## src/rtl/pipeline_ctrl.sv

```systemverilog
// Pipeline hazard/halt controller: load-use stall, branch flush, syscall halt
// with Go-edge resume, and saturating performance counters.
module pipeline_ctrl (
  input  logic        clk,
  input  logic        clr,
  input  logic [4:0]  ID_rs,
  input  logic [4:0]  ID_rt,
  input  logic        ID_R1_used,
  input  logic        ID_R2_used,
  input  logic        EX_Memtoreg,
  input  logic        EX_Regwrite,
  input  logic [4:0]  EX_Write_Reg,
  input  logic        EX_Redirect,
  input  logic        EX_Syscall,
  input  logic        Halt_req,
  input  logic        Go,
  output logic        PC_Enable,
  output logic        IF_ID_Enable,
  output logic        ID_EX_Enable,
  output logic        EX_MEM_Enable,
  output logic        MEM_WB_Enable,
  output logic        IF_ID_clr,
  output logic        ID_EX_clr,
  output logic        Halted,
  output logic [31:0] Cycle_count,
  output logic [15:0] Stall_count,
  output logic [15:0] Flush_count
);

  localparam logic [1:0] S_RUN    = 2'd0;
  localparam logic [1:0] S_HALT   = 2'd1;
  localparam logic [1:0] S_RESUME = 2'd2;

  logic [1:0] state;
  logic [1:0] next_state;
  logic       go_d;
  logic       lu;
  logic       active;
  logic       stall;
  logic       flush;

  function automatic logic [15:0] sat_inc16(input logic [15:0] v);
    return (&v) ? v : v + 16'd1;
  endfunction

  function automatic logic [31:0] sat_inc32(input logic [31:0] v);
    return (&v) ? v : v + 32'd1;
  endfunction

  assign lu = EX_Memtoreg & EX_Regwrite & (EX_Write_Reg != 5'd0) &
              ((ID_R1_used & (ID_rs == EX_Write_Reg)) |
               (ID_R2_used & (ID_rt == EX_Write_Reg)));

  assign active = (state != S_HALT);
  // Redirect wins over a load-use stall: the stalled ID instruction is flushed anyway.
  assign flush  = active & EX_Redirect;
  assign stall  = active & lu & ~EX_Redirect;

  always_comb begin
    next_state = state;
    case (state)
      S_RUN:    if (EX_Syscall & Halt_req) next_state = S_HALT;
      S_HALT:   if (Go & ~go_d) next_state = S_RESUME;
      S_RESUME: next_state = S_RUN;
      default:  next_state = S_RUN;
    endcase
  end

  always_comb begin
    PC_Enable     = active;
    IF_ID_Enable  = active;
    ID_EX_Enable  = active;
    EX_MEM_Enable = active;
    MEM_WB_Enable = active;
    IF_ID_clr     = 1'b0;
    ID_EX_clr     = 1'b0;
    Halted        = (state == S_HALT);
    if (flush) begin
      IF_ID_clr = 1'b1;
      ID_EX_clr = 1'b1;
    end else if (stall) begin
      PC_Enable    = 1'b0;
      IF_ID_Enable = 1'b0;
      ID_EX_clr    = 1'b1;
    end
  end

  always_ff @(posedge clk or posedge clr) begin
    if (clr) begin
      state <= S_RUN;
      go_d  <= 1'b0;
    end else begin
      state <= next_state;
      go_d  <= Go;
    end
  end

  always_ff @(posedge clk or posedge clr) begin
    if (clr) begin
      Cycle_count <= 32'd0;
      Stall_count <= 16'd0;
      Flush_count <= 16'd0;
    end else begin
      if (active) Cycle_count <= sat_inc32(Cycle_count);
      if (stall)  Stall_count <= sat_inc16(Stall_count);
      if (flush)  Flush_count <= sat_inc16(Flush_count);
    end
  end

endmodule

```

## config.mk

```make
export PLATFORM = sky130hd
export DESIGN_NAME = pipeline_ctrl
export DESIGN_NICKNAME = d
export VERILOG_FILES = /design/src/rtl/pipeline_ctrl.sv
export SDC_FILE = /design/constraint.sdc
export NUM_CORES = 1
export LEC_CHECK = 0
export ABC_CLOCK_PERIOD_IN_PS = 4000
export CAP_MARGIN = 20
export CORE_AREA = 4 4 113 115
export CTS_CLUSTER_SIZE = 24
export DETAILED_ROUTE_END_ITERATION = 6
export DIE_AREA = 0 0 117 119
export SYNTH_ARGS = -nofsm -noshare
export SYNTH_HDL_FRONTEND = slang
export SYNTH_SLANG_ARGS = --single-unit
```

## constraint.sdc

```tcl
create_clock -name clk -period 4 [get_ports clk]
set_input_delay 1.2 -clock clk [delete_from_list [all_inputs] [get_ports clk]]
set_output_delay 1.2 -clock clk [all_outputs]
set_load 0.03 [all_outputs]
```

# --- Word level (Yosys, flattened, before mapping) ---
# Index checks and enable logic that the tools add are counted.
# W data, S select, Z words.
word_totals:
  ff_bits: 67
  input_bits: 25
  elab_cells: 47
classes:
  add_sub_neg: 3
  n_eq_ne: 6
  n_mux: 8
  n_bitwise: 16
  reduce_logical: 9
ops:
  columns: ["op", "n"]
  rows:
  - ["$add A16 B1 Y16 const B", 2]
  - ["$add A32 B1 Y32 const B", 1]
  - ["$reduce_and A16 Y1", 2]
  - ["$reduce_and A32 Y1", 1]
  - ["$and A1 B1 Y1", 10]
  - ["$eq A5 B5 Y1", 2]
  - ["$reduce_and A2 Y1", 4]
  - ["$mux W1", 5]
  - ["$not A1 Y1", 5]
  - ["$reduce_bool A5 Y1", 1]
  - ["$mux W2", 2]
  - ["$ne A2 B1 Y1 const B", 2]
  - ["$pmux W2 S2", 1]
  - ["$eq A2 B1 Y1 const B", 1]
  - ["$logic_not A2 Y1", 1]
  - ["$ne A2 B2 Y1 const B", 1]
  - ["$or A1 B1 Y1", 1]

# --- Longest topological paths before layout ---
logic_depth:
  ltp_word: 8
  ltp_mapped: 7

# --- Worst setup path after synthesis ---
# Ideal clock, no wire load.
synth_timing:
  path_kind: "input port to output port"
  start: "in EX_Write_Reg[1]"
  end: "out PC_Enable"
  t_arrival_ns: 2.652
  setup_slack_ns: 0.148
  stages: 6
  path_cell_list: "xnor2_1 nand4_1 o22ai_1 clkbuf_1 a21oi_1 buf_4"
synth_via:
  elab_chain_len: 8
synth_rtl:
  columns: ["item", "line", "text"]
  rows:
  - ["start, declared", "12", "input logic [4:0] EX_Write_Reg,"]
  - ["$eq A5 B5 Y1 (on tied branches)", "51, 52", null]
  - ["$and A1 B1 Y1 (on tied branches)", "51, 52", null]
  - ["$or A1 B1 Y1", "51", "((ID_R1_used & (ID_rs == EX_Write_Reg)) |"]
  - ["$and A1 B1 Y1 (*)", "50", "assign lu = EX_Memtoreg & EX_Regwrite & (EX_Write_Reg != 5'd0) &"]
  - ["$and A1 B1 Y1 (*) (2 in a row)", "57", "assign stall = active & lu & ~EX_Redirect;"]
  - ["$mux W1 (*) (2 in a row)", null, null]
  - ["end, declared", "17", "output logic PC_Enable,"]
# Every way passes the cells marked *; elsewhere a longest branch is shown, timed or not.

# --- Worst setup path after layout ---
layout_timing:
  start: "in EX_Write_Reg[2]"
  end: "out PC_Enable"
layout_via:
  elab_chain_len: 8
layout_rtl:
  columns: ["item", "line", "text"]
  rows:
  - ["$eq A5 B5 Y1 (on tied branches)", "51, 52", null]
  - ["$and A1 B1 Y1 (on tied branches)", "51, 52", null]
  - ["$or A1 B1 Y1", "51", null]
  - ["$and A1 B1 Y1 (*)", "50", null]
  - ["$and A1 B1 Y1 (*) (2 in a row)", "57", null]
  - ["$mux W1 (*)", "81", "end else if (stall) begin"]
  - ["$mux W1 (*)", "78", "if (flush) begin"]
# Marks and branches as above.

==> results.sh <==
export IMPL_tightest_slew_ns=0.6938
export IMPL_drt_iter0_markers=65
export IMPL_leakage_nw=1.996
export IMPL_finalHoldViolations=0
export IMPL_cts_tree="done"
export IMPL_p_sw_uw=731.2
export IMPL_internal_power_mw=1.546
export IMPL_rows=40
export IMPL_rsz0062_at_grt="false"
export IMPL_diodes=0
export IMPL_fin_crit_sh_pct=96.81
export IMPL_track_usage_pct=12.96
export IMPL_drc=0
export IMPL_relSlewSlack_pct=53.39
export IMPL_synth_most_common_cell="dfrtp_1"
export IMPL_ir_drop_mv=0.3272
export IMPL_final_core_util_pct=41.51
export IMPL_first_global_vias=2927
export IMPL_antenna_left=0
export IMPL_clockRootBuffer="clkbuf_16"
export IMPL_synth_area_um2=3442
export IMPL_synth_seq_cells=67
export IMPL_regArea_um2=1677
export IMPL_globalplace_congestion=0.7676
export IMPL_arrival_ns=2.67
export IMPL_antenna_found_initial=0
export IMPL_grt_ovfl_total=0
export IMPL_ys_seq_area_share_pct=48.71
export IMPL_clockBufferDepth=2
export IMPL_wl_per_cell_um=14.38
export IMPL_r2r_setup_slack_ns=1.68
export IMPL_ctsHtreeMaxLevel=3
export IMPL_drv_slew=0
export IMPL_critical_path_required_ns=2.80
export IMPL_drt_pass1_iterations=4
export IMPL_syn_to_final_growth_pct=42.46
export IMPL_clk_pin_slew_ns=0.05
export IMPL_clkSinkCount=67
export IMPL_hpwl_mm=6.223
export IMPL_finalClockSkew_ns=0.006427
export IMPL_viasPerCell=4.893
export IMPL_cts_buffers=9
export IMPL_fillers=1138
export IMPL_die_w_um=117
export IMPL_initial_core_util_pct=29.14
export IMPL_min_delay_path_depth=1
export IMPL_synth_top_area_cell="dfrtp_1"
export IMPL_routed_via_count=2892
export IMPL_hold_path_class="flip-flop to flip-flop"
export IMPL_final_setup_tns_ns=0
export IMPL_drt_wl_total_mm=8.501
export IMPL_synth_area_leaders="dfrtp_1 49%, xnor2_1 13%, nand3_1 5.4%, nand4_1 4.2%, nand2_1 2.9%"
export IMPL_ctsHoldBuffers=0
export IMPL_fmax_mhz=258.2
export IMPL_grt_pass1_wl_mm=14.37
export IMPL_min_period_ns=3.872
export IMPL_synth_top_area_share_pct=48.71
export IMPL_reg2regPathDepth=7
export IMPL_synth_nets=364
export IMPL_clkPwrFrac_pct=35.8
export IMPL_syn_area_per_cell_um2=10.24
export IMPL_setup_viol_count_final=0
export IMPL_insertion_delay_ns=0.33
export IMPL_min_from="state[1]$_DFFE_PP0P_"
export IMPL_yosysUniqueCellTypes=42
export IMPL_sw_frac_of_total_pct=32.11
export IMPL_cp_start_kind="primary input"
export IMPL_synth_ff_type="dfrtp_1"
export IMPL_power_density_nw_per_um2=464.4
export IMPL_status="complete, no violations"
export IMPL_reg2reg_from="state[0]$_DFFE_PP0P_"
export IMPL_worstSetupEndpointType="output pin"
export IMPL_place_ws_ns=0.08303
export IMPL_core_area_um2=11810
export IMPL_nNetsFinal=467
export IMPL_timing_max_cap_violations=0
export IMPL_synth_edf_count=0
export IMPL_die_h_um=119
export IMPL_cts_setup_buffers=0
export IMPL_multi_input_area_um2=1679
export IMPL_yosys_top_cells_count="67 x dfrtp_1, 53 x xnor2_1, 37 x nand3_1"
export IMPL_seqPwrFrac_pct=37.7
export IMPL_grt_max_degree=41
export IMPL_die_area_um2=13920
export IMPL_reg2reg_to="Stall_count[1]$_DFFE_PP0P_"
export IMPL_worstSetupPathType="primary input to output pin"
export IMPL_setup_ws_ns=0.1275
export IMPL_yosys_warnings=0
export IMPL_synth_cells=336
export IMPL_p_comb_share_pct=26.5
export IMPL_io_pins=97
export IMPL_ys_async_sr_fraction_pct=100.0
export IMPL_hold_end="state[0]$_DFFE_PP0P_"
export IMPL_crit_path_max_fanout=3
export IMPL_portBuffers=96
export IMPL_drive_gt1_share_pct=9.009
[critical path: stages]
cell and delay (ns):
clkdlybuf4s50_1 0.56, xnor2_1 0.16, nand4_1 0.10, o22ai_1 0.29
a21oi_1 0.16, buf_4 0.20
[power groups by stage]
stage / registers [mW] / logic (mW) / clock network, mW
floorplan: 0.980 / 0.238 / 0
global placement: 0.865 / 0.605 / 0
detailed placement: 0.870 / 0.611 / 0
CTS: 0.860 / 0.614 / 0.844
global route: 0.874 / 0.652 / 0.875
finish: 0.858 / 0.604 / 0.815
[worst max path at each step]
stage	from	to	slack, ns
finish	EX_Write_Reg[2]	PC_Enable	0.13
global route	EX_Write_Reg[1]	PC_Enable	0.01
CTS	EX_Write_Reg[1]	PC_Enable	0.06
detailed placement	EX_Write_Reg[1]	PC_Enable	0.08
global placement	EX_Write_Reg[1]	PC_Enable	0.14
floorplan	EX_Write_Reg[1]	PC_Enable	0.15
[cells in the final DEF (no fill, tap or decap), types with 3 or more instances in the layout]
master and count:
ha_1 3, nand2_1 27, xnor2_1 53, nand3_1 37, dfrtp_1 67, clkdlybuf4s50_1 92
and3_1 12, mux2_2 5, clkbuf_16 9, a21oi_1 6, nor3_1 17, nand2b_1 3
xor2_1 11, and2_1 3, nand4_1 23, clkbuf_8 3, buf_4 9, inv_1 10
and4_1 7, nor2_1 15
[final cells by class]
cell class / count / area share [%]
clock buffers: 12 / 5.435
multi-input cells: 248 / 34.24
inverters: 11 / 0.8421
well taps: 147 / 3.751
repair buffers: 102 / 20.57
clock inverters: 4 / 0.9696
flip-flops and latches: 67 / 34.19
[layer usage]
layer  wire (µm)  GRT usage (%)  part of all wire, %  vias up
met4         140          5.161                  1.6        0
met5           0              0                    0        -
met1        3893          16.38                   46     1393
met3         574          4.065                  6.8       17
li1            -              -                    -     1406
met2        3893          20.41                   46       76
[what timing repair did]
action / 4_1_cts / 5_1_grt
hold endpoints to repair: 0 / 0
setup endpoints to repair: 0 / 2
resized for setup: 0 / 1
[through the flow]
stage          hold slack [ns]  power (mW)  cell area [µm²]  std cells
2_1_floorplan           0.3944       1.218             3442        336
3_3_place_gp            0.3987       1.470             4583        575
3_5_place_dp            0.4091       1.482             4583        575
4_1_cts                 0.4163       2.317             4897        591
5_1_grt                 0.4380       2.400             4903        591
6_report                0.4113       2.277             4903        591
[state kept, by name, indices dropped and copies added (netlist names)]
name and count:
go_d 1, state 2, Flush_count 16, Stall_count 16
Cycle_count 32
[cells by family after synthesis]
family	count (synthesis)	share of synthesized area [%]
DFF	67	48.71
and+or+nand+nor	160	25.92
buffers and inverters	21	2.690
adders and majority gates	3	1.091
xor gates and xnor gates	64	16.29
muxes	5	1.636
AOI/OAI and AO/OA	16	3.672
(Power assumes the default switching activity.)
